--- src/rtl/pl_reset_sequencer_if.sv ---
// Reset-sequencer signal bundle: lock/request inputs and the staged reset outputs.
// master = the sequencer, slave = whoever drives the requests and consumes the resets.
interface pl_reset_sequencer_if;
    logic        clk_locked;
    logic        ext_resetn;
    logic        interconnect_aresetn;
    logic        peripheral_aresetn;
    logic        peripheral_reset;
    logic        seq_active;
    logic        lock_lost;
    logic [15:0] seq_count;

    modport master (
        input  clk_locked,
        input  ext_resetn,
        output interconnect_aresetn,
        output peripheral_aresetn,
        output peripheral_reset,
        output seq_active,
        output lock_lost,
        output seq_count
    );

    modport slave (
        output clk_locked,
        output ext_resetn,
        input  interconnect_aresetn,
        input  peripheral_aresetn,
        input  peripheral_reset,
        input  seq_active,
        input  lock_lost,
        input  seq_count
    );
endinterface

--- src/rtl/pl_reset_sequencer.sv ---
// PL reset sequencer: waits for a filtered clock lock, holds all resets, then
// releases the interconnect first and the peripherals STAGGER_CYCLES later.
//
// state      | meaning
// -----------+-----------------------------------------------------------
// ASSERT     | both resets asserted, counters cleared, one cycle only
// WAIT_LOCK  | resets asserted, counting consecutive qualified cycles
// HOLD       | resets asserted for HOLD_CYCLES after lock qualified
// RELEASE_IC | interconnect released, peripherals still held
// RUN        | everything released; any unqualified cycle aborts
module pl_reset_sequencer #(
    parameter int unsigned HOLD_CYCLES    = 16,
    parameter int unsigned STAGGER_CYCLES = 4,
    parameter int unsigned LOCK_FILTER    = 3
) (
    input  logic                  pl_clk0,
    input  logic                  reset,
    pl_reset_sequencer_if.master  rst_if
);

    typedef enum logic [2:0] {
        ST_ASSERT,
        ST_WAIT_LOCK,
        ST_HOLD,
        ST_RELEASE_IC,
        ST_RUN
    } state_t;

    // Timers are loaded with N-1 and advance on the cycle they read zero,
    // so the state lasts exactly N cycles.
    localparam logic [15:0] HOLD_LOAD    = 16'(HOLD_CYCLES - 1);
    localparam logic [15:0] STAGGER_LOAD = 16'(STAGGER_CYCLES - 1);
    localparam logic [3:0]  FILTER_TC    = 4'(LOCK_FILTER);

    state_t      state_q, state_d;
    logic [1:0]  locked_sync, extn_sync;
    logic        locked_s, extn_s, qualified;
    logic [3:0]  filter_q, filter_d;
    logic [15:0] timer_q, timer_d;
    logic [15:0] seq_count_q, seq_count_d;
    logic        lost_q, lost_d;
    logic        ic_q, ic_d;
    logic        pr_q, pr_d;
    logic        prst_q;
    logic        active_q, active_d;

    assign locked_s  = locked_sync[1];
    assign extn_s    = extn_sync[1];
    assign qualified = locked_s & extn_s;

    // Two-flop synchronizers for the asynchronous lock and reset-request inputs.
    always_ff @(posedge pl_clk0) begin
        if (reset) begin
            locked_sync <= 2'b00;
            extn_sync   <= 2'b00;
        end else begin
            locked_sync <= {locked_sync[0], rst_if.clk_locked};
            extn_sync   <= {extn_sync[0], rst_if.ext_resetn};
        end
    end

    // Next-state, counter and output decode; aborts are checked before timer advance.
    always_comb begin
        state_d     = state_q;
        filter_d    = filter_q;
        timer_d     = timer_q;
        lost_d      = lost_q;
        seq_count_d = seq_count_q;

        case (state_q)
            ST_ASSERT: begin
                filter_d = 4'd0;
                timer_d  = 16'd0;
                state_d  = ST_WAIT_LOCK;
            end
            ST_WAIT_LOCK: begin
                if (!qualified) begin
                    filter_d = 4'd0;
                end else if (filter_q + 4'd1 == FILTER_TC) begin
                    filter_d = 4'd0;
                    timer_d  = HOLD_LOAD;
                    state_d  = ST_HOLD;
                end else begin
                    filter_d = filter_q + 4'd1;
                end
            end
            ST_HOLD: begin
                if (!qualified) begin
                    timer_d = 16'd0;
                    state_d = ST_ASSERT;
                end else if (timer_q == 16'd0) begin
                    timer_d = STAGGER_LOAD;
                    state_d = ST_RELEASE_IC;
                end else begin
                    timer_d = timer_q - 16'd1;
                end
            end
            ST_RELEASE_IC: begin
                if (!qualified) begin
                    timer_d = 16'd0;
                    state_d = ST_ASSERT;
                end else if (timer_q == 16'd0) begin
                    state_d = ST_RUN;
                end else begin
                    timer_d = timer_q - 16'd1;
                end
            end
            ST_RUN: begin
                if (!qualified) begin
                    lost_d  = 1'b1;
                    state_d = ST_ASSERT;
                end
            end
            default: state_d = ST_ASSERT;
        endcase

        if (state_d == ST_RUN && state_q != ST_RUN && seq_count_q != 16'hFFFF)
            seq_count_d = seq_count_q + 16'd1;

        ic_d     = (state_d == ST_RELEASE_IC) || (state_d == ST_RUN);
        pr_d     = (state_d == ST_RUN);
        active_d = (state_d != ST_RUN);
    end

    // State, counters and outputs all update on the same edge.
    always_ff @(posedge pl_clk0) begin
        if (reset) begin
            state_q     <= ST_ASSERT;
            filter_q    <= 4'd0;
            timer_q     <= 16'd0;
            seq_count_q <= 16'd0;
            lost_q      <= 1'b0;
            ic_q        <= 1'b0;
            pr_q        <= 1'b0;
            prst_q      <= 1'b1;
            active_q    <= 1'b1;
        end else begin
            state_q     <= state_d;
            filter_q    <= filter_d;
            timer_q     <= timer_d;
            seq_count_q <= seq_count_d;
            lost_q      <= lost_d;
            ic_q        <= ic_d;
            pr_q        <= pr_d;
            prst_q      <= ~pr_d;
            active_q    <= active_d;
        end
    end

    assign rst_if.interconnect_aresetn = ic_q;
    assign rst_if.peripheral_aresetn   = pr_q;
    assign rst_if.peripheral_reset     = prst_q;
    assign rst_if.seq_active           = active_q;
    assign rst_if.lock_lost            = lost_q;
    assign rst_if.seq_count            = seq_count_q;

endmodule

--- src/flat_wrapper.sv ---
// flat-port wrapper written by rule: the top's interface ports become plain ports
module pl_reset_sequencer_flat 
#(
    parameter int unsigned HOLD_CYCLES    = 16,
    parameter int unsigned STAGGER_CYCLES = 4,
    parameter int unsigned LOCK_FILTER    = 3
)
  (pl_clk0, reset, rst_if_clk_locked, rst_if_ext_resetn, rst_if_interconnect_aresetn, rst_if_peripheral_aresetn, rst_if_peripheral_reset, rst_if_seq_active, rst_if_lock_lost, rst_if_seq_count);
  pl_reset_sequencer_if rst_if_i ();
  input  logic pl_clk0;
  input  logic reset;
  input wire logic [$bits(rst_if_i.clk_locked)-1:0] rst_if_clk_locked;
  input wire logic [$bits(rst_if_i.ext_resetn)-1:0] rst_if_ext_resetn;
  output wire logic [$bits(rst_if_i.interconnect_aresetn)-1:0] rst_if_interconnect_aresetn;
  output wire logic [$bits(rst_if_i.peripheral_aresetn)-1:0] rst_if_peripheral_aresetn;
  output wire logic [$bits(rst_if_i.peripheral_reset)-1:0] rst_if_peripheral_reset;
  output wire logic [$bits(rst_if_i.seq_active)-1:0] rst_if_seq_active;
  output wire logic [$bits(rst_if_i.lock_lost)-1:0] rst_if_lock_lost;
  output wire logic [$bits(rst_if_i.seq_count)-1:0] rst_if_seq_count;
  assign rst_if_i.clk_locked = rst_if_clk_locked;
  assign rst_if_i.ext_resetn = rst_if_ext_resetn;
  assign rst_if_interconnect_aresetn = rst_if_i.interconnect_aresetn;
  assign rst_if_peripheral_aresetn = rst_if_i.peripheral_aresetn;
  assign rst_if_peripheral_reset = rst_if_i.peripheral_reset;
  assign rst_if_seq_active = rst_if_i.seq_active;
  assign rst_if_lock_lost = rst_if_i.lock_lost;
  assign rst_if_seq_count = rst_if_i.seq_count;
  pl_reset_sequencer #(.HOLD_CYCLES(HOLD_CYCLES), .STAGGER_CYCLES(STAGGER_CYCLES), .LOCK_FILTER(LOCK_FILTER)) u_core (.pl_clk0(pl_clk0), .reset(reset), .rst_if(rst_if_i));
endmodule
--- config.mk ---
export PLATFORM = sky130hd
export DESIGN_NAME = pl_reset_sequencer_flat
export DESIGN_NICKNAME = d
export VERILOG_FILES = /design/src/rtl/pl_reset_sequencer_if.sv /design/src/rtl/pl_reset_sequencer.sv /design/src/flat_wrapper.sv
export SDC_FILE = /design/constraint.sdc
export NUM_CORES = 1
export LEC_CHECK = 0
export CAP_MARGIN = 15
export CORE_ASPECT_RATIO = 1.4
export CORE_UTILIZATION = 60
export CTS_CLUSTER_DIAMETER = 60
export CTS_CLUSTER_SIZE = 20
export DETAILED_ROUTE_END_ITERATION = 7
export GPL_TIMING_DRIVEN = 0
export PLACE_DENSITY = 0.82
export SETUP_SLACK_MARGIN = 0.3
export SLEW_MARGIN = 20
export SYNTH_ARGS = -nofsm -noshare
export SYNTH_HDL_FRONTEND = slang
export SYNTH_SLANG_ARGS = --single-unit
export TNS_END_PERCENT = 30
--- constraint.sdc ---
create_clock -name pl_clk0 -period 5.1 [get_ports pl_clk0]
set_input_delay 0.765 -clock pl_clk0 [delete_from_list [all_inputs] [get_ports pl_clk0]]
set_output_delay 0.765 -clock pl_clk0 [all_outputs]
set_load 0.03 [all_outputs]
## Word-level counts from Yosys, hierarchy flattened

Cells that the tools add are included.

| storage, ports and cells | value |
|---|---|
| flip-flop bits (word level) | 48 |
| word-level logic and storage cells | 57 |

| operators by class | value |
|---|---|
| $add $sub $neg | 3 |
| reduce and logical (&&, ||, !) cells | 9 |
| equal/unequal tests | 13 |
| bitwise operators | 3 |
| multiplexer cells | 18 |

Operators with widths:

| operator | number |
|---|---|
| 16-bit two-way mux | 6 |
| 16-bit one-hot mux with 4 select lines | 1 |
| 3-bit two-way mux | 7 |
| 16-bit by 1-bit adder with 16-bit output, second input constant | 1 |
| 16-bit logical NOT | 1 |
| 16-bit inequality test, second input constant | 1 |
| 16-bit by 1-bit subtractor with 16-bit output, second input constant | 1 |
| 3-bit one-hot mux with 5 select lines | 1 |
| 3-bit by 2-bit == test with 1-bit output, second input constant | 3 |
| 3-bit inequality test, second input constant | 3 |
| 4-bit two-way mux | 2 |
| 4-bit one-hot mux with 2 select lines | 1 |
| 3-bit == test, second input constant | 2 |
| 4-bit by 1-bit adder with 4-bit output, second input constant | 1 |
| 4-bit by 2-bit == test with 1-bit output, second input constant | 1 |
| 2-bit by 1-bit inequality test with 1-bit output, second input constant | 2 |
| 4-bit AND reduction | 1 |
| 4-bit nonzero test | 1 |
| 3-bit by 1-bit == test with 1-bit output, second input constant | 1 |
| 3-bit logical NOT | 1 |
| 1-bit logical AND | 2 |
| 1-bit NOT | 2 |
| 2-bit AND reduction | 1 |
| 2-bit nonzero test | 1 |
| 2 further kinds | 2 |

## Depth between registers and ports, before layout

| logic depth | value |
|---|---|
| depth in word-level cells | 8 |
| mapped depth | 9 |
| mapped depth without buffers | 7 |

## Worst setup path after synthesis

OpenSTA, ideal clock, no wires.

| path | value |
|---|---|
| path type | register -> register |
| start | register u_core.timer_q[0] |
| end | register u_core.seq_count_q[6] (netlist: u_core.rst_if.seq_count[6]) |
| stages on the path, launching flop included | 9 |
| period minus slack after synthesis | 2.378 ns |
| path slack | 2.722 ns |
| data required time | 5.030 ns |
| arrival | 2.307 ns |
| path through | dfxtp_1 > inv_1 > ha_1 > or4b_2 > nor4_2 > o211ai_1 > clkbuf_1 > or3_1 > a21oi_1 |

| on the way | value |
|---|---|
| cells in the longest elaborated chain, start to end | 7 |

Ends and longest elaborated chain:

| item | RTL line | text |
|---|---|---|
| start, declared | pl_reset_sequencer.sv:39 | `logic [15:0] timer_q, timer_d;` |
| start signal, assigned | pl_reset_sequencer.sv:140 | `timer_q <= timer_d;` |
| 16-bit logical NOT * | pl_reset_sequencer.sv:91, pl_reset_sequencer.sv:102 |  |
| 3-bit two-way mux (on tied branches) | pl_reset_sequencer.sv:102, pl_reset_sequencer.sv:91 |  |
| 3-bit two-way mux (on tied branches) | pl_reset_sequencer.sv:99, pl_reset_sequencer.sv:88 |  |
| 3-bit one-hot mux with 5 select lines * | pl_reset_sequencer.sv:70 | `case (state_q)` |
| 3-bit == test * | pl_reset_sequencer.sv:117 | `if (state_d == ST_RUN && state_q != ST_RUN && seq_count_q != 16'hFFFF)` |
| 1-bit logical AND * (2 in a row) | pl_reset_sequencer.sv:117 |  |
| end signal, assigned | pl_reset_sequencer.sv:141 | `seq_count_q <= seq_count_d;` |
| end, declared | pl_reset_sequencer.sv:40 | `logic [15:0] seq_count_q, seq_count_d;` |

Mark *: on every way between the ends. The rest lies on a longest branch, timed or not.
A chain may end at the register's enable or synchronous reset.

## Worst setup path after layout

Ends and elaborated chain as after synthesis.

==> flow_summary.ini <==
[critical_path]
slowest_delay_ns = 0.63
cp.depth = 8
r2r-end = u_core.rst_if.seq_count[6]
reg2regPathDepth = 8
worst-path-max-fanout = 10
cp_num_buf_inv = 2
r2r-start = u_core.timer_q[0]
critical_path.cell_chain = inv_1 -> ha_1 -> or4b_2 -> nor4_2 -> o211ai_1 -> clkbuf_1 -> or3_1 -> a21oi_1
worstSetupStartpointType = register
path_class = register to register
endpoint_kind = register
crit_start = u_core.timer_q[0]
crit_slowest_cell = or4b_2
crit_path_end = u_core.rst_if.seq_count[6]
r2r_slack_ns = 2.29
critPathTopFamily = simple AND/OR/NAND/NOR gates
cp.arrival_ns = 3.04
required_ns = 5.33

[place]
place_area_mm2 = 0.00266
port_buffers = 24
globalplace.congestion = 0.864
placed_cells = 349
place_hpwl_um = 4020

[floorplanning]
die-area_mm2 = 0.00420
die_h_um = 76.3
core_mm2 = 0.00371
io_pins = 25
start_util_pct = 63.7
die_w_um = 55.0
fp-row-count = 26

[final_layout]
diodes = 0
postLayoutCellArea_mm2 = 0.00277
fill_cells = 291
multi_input_area_mm2 = 0.00132
nets = 322
seqCellArea_um2 = 941
fin_cells = 357
synthToLayoutAreaGrowth_pct = 17.4
drive_gt1_share_pct = 4.76

[pwr]
vdd_drop_max_v = 0.000259
p_leak_nw = 0.984
p_per_area_mw_per_mm2 = 269

[route]
drt_iter0_drc = 70
ant_nets = 0
via_count = 2277
first_pass_iters = 4
wire_per_inst_um = 15.3
drc = 0
wl_um = 5450
drt-vias-per-instance = 6.38

[hold_path]
min_from = u_core.extn_sync[0]
hold_class = register to register

[grt]
antenna_found_initial = 0
grt_max_degree = 15
grt_overflow = 0
grt_usage_pct = 27.1
first_global_vias = 2027
grt_pass1_wl_um = 8600

[cts]
cts.sinks = 47
post_cts_buffers = 0
cts_max_path_buffers = 2
ctsRootBufferMaster = clkbuf_8
clk_latency_ns = 0.30
cts_tree = built
hold_buffers = 0
ctsResizeCount = 0
clk_pin_slew_ns = 0.08
htreeDepth = 2
cts_buffers = 5

[timing]
rsz0062_at_grt = false
finalCritPeriodShare_pct = 55.1
setup_viol = 0
hold_violations = 0
skew_ns = 0.00615
max_freq_ghz = 0.356
min_period_ns = 2.81
drv_slew = 0
finalSetupTns_ns = 0
worst_pin_slew_ns = 0.689
slew_headroom_pct = 53.6

[logic_synthesis]
synth.cell_area_mm2 = 0.00236
yosysWarnings = 0
synth_top_cell_by_area = dfxtp_1
synth_edf_count = 0
synth_nets = 291
ys_types = 47
synth_ff_type = dfxtp_1
syn_inst = 283
syn_avg_cell_area_um2 = 8.35
ys_async_sr_fraction_pct = 0
ys_seq_area_share_pct = 39.8
synth_top_area_share_pct = 39.8
ys_seq_elements = 47
synth_area_leaders = dfxtp_1 (40%), a21oi_1 (7.0%), or4_1 (6.7%)

[flow_run]
maxCapViolCount = 0

[status]
outcome = finished, final reports clean
## cell families after synthesis
kind of cell             after synthesis  synth area share [%]
AO/OA/AOI/OAI                         90                  23.3
XOR/XNOR                               2                 0.741
adder cells (fa/ha/maj)                4                  2.12
buffers and inverters                 25                  4.18
flip-flops                            47                  39.8
multiplexers                           1                 0.424
AND/OR/NAND/NOR                      114                  29.4
## routing by layer
layer  wire [µm]  vias to the layer above  track usage [%]
met5           0                        -                0
met4          65                        0             10.5
met2        2960                       48             49.4
li1            -                     1154                -
met1        2240                     1069             28.4
met3         192                        6             5.19
## sequential cells by signal (all words and copies together), names as in the netlist
name,flops
u_core.rst_if.seq_active,1
u_core.state_q,3
u_core.rst_if.lock_lost,1
u_core.rst_if.interconnect_aresetn,1
u_core.rst_if.seq_count,16
u_core.filter_q,4
u_core.locked_sync,2
u_core.rst_if.peripheral_aresetn,1
u_core.timer_q,16
u_core.extn_sync,2
## power breakdown
part	leakage, nW	internal [W]	total, W	switching, W
registers	0.381	0.000375	0.000383	0.00000854
clock network	0.0612	0.000159	0.000283	0.000124
logic	0.542	0.0000334	0.0000804	0.0000470
## per-stage QoR
stage | hold slack [ns] | util (%) | setup slack [ns] | power [W]
after floorplan | 0.414 | - | 2.72 | 0.000450
after global placement | 0.422 | 71.6 | 2.35 | 0.000468
after detailed placement | 0.420 | 71.6 | 2.35 | 0.000470
after CTS | 0.441 | 74.8 | 2.31 | 0.000748
after global routing | 0.460 | 74.8 | 2.09 | 0.000775
final | 0.440 | 74.8 | 2.29 | 0.000747
## area by class of cell
class | instances | share of cell area (%)
clock inverters | 2 | 1.26
flip-flops and latches | 47 | 33.9
repair buffers | 24 | 8.66
plain buffers | 12 | 1.80
well taps | 42 | 1.89
clock buffers | 6 | 2.98
multi-input cells | 211 | 47.7
inverters | 13 | 1.76
## cell usage after synthesis (all sizes together), types with 2 or more instances
cell / n
nor3b: 3
nor4: 5
a21o: 2
nor3: 3
ha: 4
and2: 4
clkbuf: 9
nand3: 7
or4b: 3
nor2b: 5
a211o: 2
o32ai: 2
xor2: 2
a31oi: 3
o31ai: 14
dfxtp: 47
o21a: 2
inv: 13
or3: 18
a21oi: 33
nor2: 15
o211ai: 6
nand4: 7
or4: 22
o21ai: 19
nand2: 12
or2: 2
and3: 3
and4: 2
buf: 3
## cell usage in the layout, fill, tap and decap left out, types with 7 or more instances in the layout
cell type         n
nand2_1          12
clkbuf_1          9
or3_1            18
nand3_1           7
a21oi_1          33
o21ai_0          13
nor2_1           15
nand4_1           7
o31ai_1          14
dfxtp_1          47
clkdlybuf4s50_1  24
inv_1            13
or4_1            21
## how the worst min path moves through the flow
| stage | to | cells after the start |
|---|---|---|
| 2_1_floorplan | u_core.extn_sync[1] | 1 |
| 3_3_place_gp | u_core.locked_sync[1] | 1 |
| 3_5_place_dp | u_core.extn_sync[1] | 1 |
| 4_1_cts | u_core.extn_sync[1] | 1 |
| 5_1_grt | u_core.locked_sync[1] | 1 |
| 6_report | u_core.extn_sync[1] | 1 |
Note: power is estimated with default switching activity, not from simulation.
